File: src/rtl/seg7_scan_driver.sv
// Four-digit common-anode 7-segment scan driver with a shadowed, frame-aligned
// load path and optional leading-zero blanking.
module seg7_scan_driver #(
    parameter int PRESCALE = 50000,
    parameter int DIV_W    = 16
) (
    input  logic        clk,
    input  logic        rst,
    input  logic        load,
    input  logic [15:0] value,
    input  logic [3:0]  dp_in,
    input  logic        blank_lz,
    output logic [3:0]  an,
    output logic [6:0]  seg,
    output logic        dp,
    output logic        pending,
    output logic        frame_tick
);

    localparam logic [DIV_W-1:0] PRESC_LAST = DIV_W'(PRESCALE - 1);
    localparam logic [DIV_W-1:0] PRESC_ONE  = DIV_W'(1);

    // Active-low segment pattern {g,f,e,d,c,b,a}; non-BCD nibbles render as '-'.
    function automatic logic [6:0] bcd_to_seg(input logic [3:0] nib);
        logic [6:0] pat;
        case (nib)
            4'd0:    pat = 7'h40;
            4'd1:    pat = 7'h79;
            4'd2:    pat = 7'h24;
            4'd3:    pat = 7'h30;
            4'd4:    pat = 7'h19;
            4'd5:    pat = 7'h12;
            4'd6:    pat = 7'h02;
            4'd7:    pat = 7'h78;
            4'd8:    pat = 7'h00;
            4'd9:    pat = 7'h10;
            default: pat = 7'h3F;
        endcase
        return pat;
    endfunction

    logic [DIV_W-1:0] presc_r;
    logic [1:0]       idx_r;
    logic [15:0]      shadow_val_r;
    logic [3:0]       shadow_dp_r;
    logic [15:0]      disp_val_r;
    logic [3:0]       disp_dp_r;
    logic             pending_r;
    logic             frame_tick_r;
    logic [3:0]       an_r;
    logic [6:0]       seg_r;
    logic             dp_r;

    logic             tick_s;
    logic             boundary_s;
    logic [3:0]       nib_s;
    logic [3:0]       zero_s;
    logic             lead_zero_s;
    logic             blank_s;
    logic [3:0]       an_next_s;
    logic [6:0]       seg_next_s;
    logic             dp_next_s;

    assign tick_s     = (presc_r == PRESC_LAST);
    assign boundary_s = tick_s && (idx_r == 2'd3);

    // Digit selection, leading-zero detection and next output pattern.
    always_comb begin
        nib_s     = disp_val_r[{idx_r, 2'b00} +: 4];
        zero_s[0] = (disp_val_r[3:0]   == 4'd0);
        zero_s[1] = (disp_val_r[7:4]   == 4'd0);
        zero_s[2] = (disp_val_r[11:8]  == 4'd0);
        zero_s[3] = (disp_val_r[15:12] == 4'd0);
        case (idx_r)
            2'd3:    lead_zero_s = zero_s[3];
            2'd2:    lead_zero_s = zero_s[3] & zero_s[2];
            2'd1:    lead_zero_s = zero_s[3] & zero_s[2] & zero_s[1];
            default: lead_zero_s = 1'b0;
        endcase
        blank_s   = blank_lz & lead_zero_s;
        an_next_s = ~(4'b0001 << idx_r);
        if (blank_s) begin
            seg_next_s = 7'h7F;
            dp_next_s  = 1'b1;
        end else begin
            seg_next_s = bcd_to_seg(nib_s);
            dp_next_s  = ~disp_dp_r[idx_r];
        end
    end

    // Slot prescaler and digit index.
    always_ff @(posedge clk or posedge rst) begin
        if (rst) begin
            presc_r <= '0;
            idx_r   <= 2'd0;
        end else if (tick_s) begin
            presc_r <= '0;
            idx_r   <= idx_r + 2'd1;
        end else begin
            presc_r <= presc_r + PRESC_ONE;
        end
    end

    // Shadow capture and frame-aligned transfer into the display register.
    always_ff @(posedge clk or posedge rst) begin
        if (rst) begin
            shadow_val_r <= 16'h0000;
            shadow_dp_r  <= 4'b0000;
            disp_val_r   <= 16'h0000;
            disp_dp_r    <= 4'b0000;
            pending_r    <= 1'b0;
        end else if (load && boundary_s) begin
            shadow_val_r <= value;
            shadow_dp_r  <= dp_in;
            disp_val_r   <= value;
            disp_dp_r    <= dp_in;
            pending_r    <= 1'b0;
        end else if (load) begin
            shadow_val_r <= value;
            shadow_dp_r  <= dp_in;
            pending_r    <= 1'b1;
        end else if (boundary_s && pending_r) begin
            disp_val_r   <= shadow_val_r;
            disp_dp_r    <= shadow_dp_r;
            pending_r    <= 1'b0;
        end
    end

    // Registered display outputs and frame-start pulse.
    always_ff @(posedge clk or posedge rst) begin
        if (rst) begin
            an_r         <= 4'b1111;
            seg_r        <= 7'h7F;
            dp_r         <= 1'b1;
            frame_tick_r <= 1'b0;
        end else begin
            an_r         <= an_next_s;
            seg_r        <= seg_next_s;
            dp_r         <= dp_next_s;
            frame_tick_r <= boundary_s;
        end
    end

    assign an         = an_r;
    assign seg        = seg_r;
    assign dp         = dp_r;
    assign pending    = pending_r;
    assign frame_tick = frame_tick_r;

endmodule

File: config.mk
export PLATFORM = sky130hd
export DESIGN_NAME = seg7_scan_driver
export DESIGN_NICKNAME = d
export VERILOG_FILES = /design/src/rtl/seg7_scan_driver.sv
export SDC_FILE = /design/constraint.sdc
export NUM_CORES = 1
export LEC_CHECK = 0
export CAP_MARGIN = 0
export CORE_UTILIZATION = 43
export CTS_BUF_LIST = sky130_fd_sc_hd__clkbuf_16
export DETAILED_ROUTE_END_ITERATION = 12
export GPL_ROUTABILITY_DRIVEN = 0
export PLACE_DENSITY = 0.63
export SETUP_SLACK_MARGIN = 0.15
export SLEW_MARGIN = 25
export SYNTH_ARGS = -nofsm -noshare
export SYNTH_HDL_FRONTEND = slang
export SYNTH_SLANG_ARGS = --single-unit
File: constraint.sdc
create_clock -name clk -period 2.05 [get_ports clk]
set_clock_uncertainty 0.1 [all_clocks]
set_input_delay 0.205 -clock clk [delete_from_list [all_inputs] [get_ports clk]]
set_output_delay 0.205 -clock clk [all_outputs]
set_load 0.005 [all_outputs]
==> reports/results.ini <==
[worst_hold_path]
min_path_type=primary input to async pin

[worst_setup_path]
start_kind=register
r2r_slack_ns=0.07
worstSetupPathDepth=4
critPathBufInv=0
crit_path_top_delay_cell=or4_4
crit_chain=or4b_4, or4_4, nand2_2, o211ai_2
cp.required_ns=2.15
reg2reg_depth=4
r2r_start=presc_r[13]
endpoint_kind=register
slowest_delay_ns=0.63
cp_max_fo=6
r2r_end=disp_dp_r[3]
crit_family=simple AND/OR/NAND/NOR gates
arrival_ns=2.09
path_class=register to register

[yosys]
syn-num-nets=311
ys_ff_latch=72
synth_fa_ha_area_frac=0.0408
synthCells=276
synth_xor_area_frac=0.0312
synth_top_family_by_area=compound AO/OA/AOI/OAI gates
synthArstFlopShare=1.00
synth_mux_area_frac=0.100
ys_warn_count=0
synth_compound_area_frac=0.138
synth-simple-area-share=0.113
synth_cell_types=45
synth.area.top_cells=dfrtp_1, dfstp_2, mux2_2
avgSynthCellArea_sq_um=12.2
seq_area_frac_synth=0.539
synth_edf_count=0
synth_largest_area_cell=dfrtp_1
synthFlopType=dfrtp_1
synth_top_area_frac=0.446
synth_area_sq_um=3370

[timing]
max_slew.worst_pin.slew_ns=0.546
fmax_mhz=505
grt_setup_unrepaired=yes
setup_viol=0
fin_crit_ns=1.98
setup_tns_ns=0
finalHoldViolations=0
finalMaxSlewViolations=0
relSlewSlack=0.635
fin_crit_sh=0.967
hold_slack_ns=0.165

[drt]
ant_nets=0
vias_per_cell=5.59
wl_per_cell_um=16.7
routed_wl_um=7480
dr.pass1.iters=4
vias=2509
drc_errors=0
first_iter_violations=120

[floorplan]
rows=31
die_y_um=90.5
initial_core_util=0.455
die_w_um=90.5
die_area_sq_um=8190
core_sq_um=7410
io_pins=38

[layout]
postLayoutCoreUtil=0.616
diodes=0
layout.nets=380
finalNonFillerCells=449
fillers=577
seqCellArea_sq_um=1820
area_growth_syn_to_layout_pct=35.5
drive_gt1_frac=0.331
multiInputGateArea_sq_um=1560

[clock_tree]
insertion_delay_ns=0.33
htree_num_levels=3
tritoncts=built
cts_buffers=9
cts.path.max_buffers=2
cts.sinks=72
ctsHoldBuffers=0
clk_pin_slew_ns=0.06
cts_root_buf=clkbuf_16

[grt]
grt_max_degree=42
grt_pass1_vias=2514
grt_pass1_wl_um=12800
gr-total-overflow=0
antenna_found_initial=0
grt_use_total=0.203

[outcome]
outcome=finished clean

[placement]
io_buffers=37
dp_hpwl_um=4770
post-place-cells=423

[pwr]
power_density_nw_per_um2=758
static-leakage-power_nw=1.89
vdd_drop_max_mv=0.442

[run]
max_cap_viol_count=0

cells by family (layout without fill, tap and decap cells):
kind of cell	count (synthesis)	after routing
multiplexers	25	25
buffers and inverters	29	101
adder cells (fa/ha/maj)	11	11
flip-flops	72	72
AND/OR/NAND/NOR	65	67
AO/OA/AOI/OAI	62	62
XOR/XNOR	12	12
metrics by stage:
step / power, mW / setup slack (ns) / cell area (sq um)
finish: 3.46 / 0.0679 / 4570
global route: 3.61 / 0.00232 / 4570
CTS: 3.48 / 0.0692 / 4470
detailed placement: 1.85 / 0.00882 / 4030
global placement: 1.85 / 0.0304 / 4030
floorplan: 1.72 / 0.0276 / 3390
sequential cells by signal (all words and copies together), names as in the netlist:
| name | flops |
|---|---|
| presc_r | 16 |
| an | 4 |
| disp_val_r | 16 |
| dp | 1 |
| seg | 7 |
| shadow_dp_r | 4 |
| shadow_val_r | 16 |
| disp_dp_r | 4 |
| idx_r | 2 |
| frame_tick | 1 |
| pending | 1 |
power by group:
part	switching, mW	internal, mW	leakage [nW]
Clock	0.566	1.05	0.157
Combinational	0.132	0.174	0.865
Sequential	0.0397	1.50	0.871
repair_timing:
action / in CTS / in global routing
setup endpoints to repair: 35 / 38
buffers inserted: 4 / 4
pin swaps: 5 / 8
resized for setup: 15 / 19
gates cloned: 2 / 0
worst max path at each step:
stage,slack [ns],startpoint,to
floorplan,0.03,presc_r[5],disp_dp_r[3]
global placement,0.03,presc_r[13],disp_dp_r[3]
detailed placement,0.009,presc_r[13],disp_dp_r[3]
CTS,0.07,presc_r[13],presc_r[9]
global route,0.002,presc_r[13],disp_val_r[4]
finish,0.07,presc_r[13],disp_dp_r[3]
area by class of cell:
| cell class | instances | share of cell area |
|---|---|---|
| Inverter | 15 | 0.0137 |
| Tap cell | 99 | 0.0271 |
| Multi-Input combinational cell | 177 | 0.342 |
| Clock buffer | 9 | 0.0493 |
| Sequential cell | 72 | 0.398 |
| Clock inverter | 7 | 0.0175 |
| Timing Repair Buffer | 70 | 0.152 |
routing by layer:
| metal | GRT usage | wire length (um) | up-vias |
|---|---|---|---|
| li1 | - | - | 1161 |
| met1 | 0.284 | 3510 | 1263 |
| met2 | 0.306 | 3540 | 71 |
| met3 | 0.0421 | 307 | 14 |
| met4 | 0.0860 | 124 | 0 |
| met5 | 0 | 0 | - |
Yosys cell counts (2+ instances only):
| cell type | n |
|---|---|
| dfrtp_1 | 60 |
| mux2_2 | 20 |
| a22oi_1 | 18 |
| o2bb2ai_1 | 17 |
| inv_1 | 15 |
| nand2_1 | 13 |
| dfstp_2 | 12 |
| nor2_1 | 12 |
| ha_1 | 11 |
| o21ai_0 | 10 |
| clkbuf_1 | 9 |
| xor2_1 | 7 |
| a21oi_1 | 6 |
| nor4_1 | 6 |
| mux4_2 | 5 |
| nand3_1 | 5 |
| nand4_1 | 5 |
| xnor2_1 | 5 |
| nor3_1 | 4 |
| buf_2 | 3 |
| nand2b_1 | 3 |
| nor2b_1 | 3 |
| and3_1 | 2 |
| buf_6 | 2 |
| nand4b_1 | 2 |
| or4b_4 | 2 |
cell usage in the layout, fill, tap and decap left out, types with 3 or more instances in the layout:
cell type / n
a21oi_1: 4
a22oi_1: 18
buf_12: 5
buf_4: 24
buf_6: 4
clkbuf_16: 9
clkdlybuf4s50_1: 37
dfrtp_1: 58
dfstp_2: 12
ha_1: 8
inv_1: 14
mux2_2: 20
mux4_2: 5
nand2_1: 11
nand2b_1: 3
nand3_1: 5
nand4_1: 5
nor2_1: 12
nor2b_1: 3
nor3_1: 3
nor4_1: 4
o21ai_0: 5
o21ai_1: 5
o2bb2ai_1: 10
o2bb2ai_2: 8
or4_4: 3
xnor2_1: 5
xor2_1: 7
(Power assumes the default switching activity.)
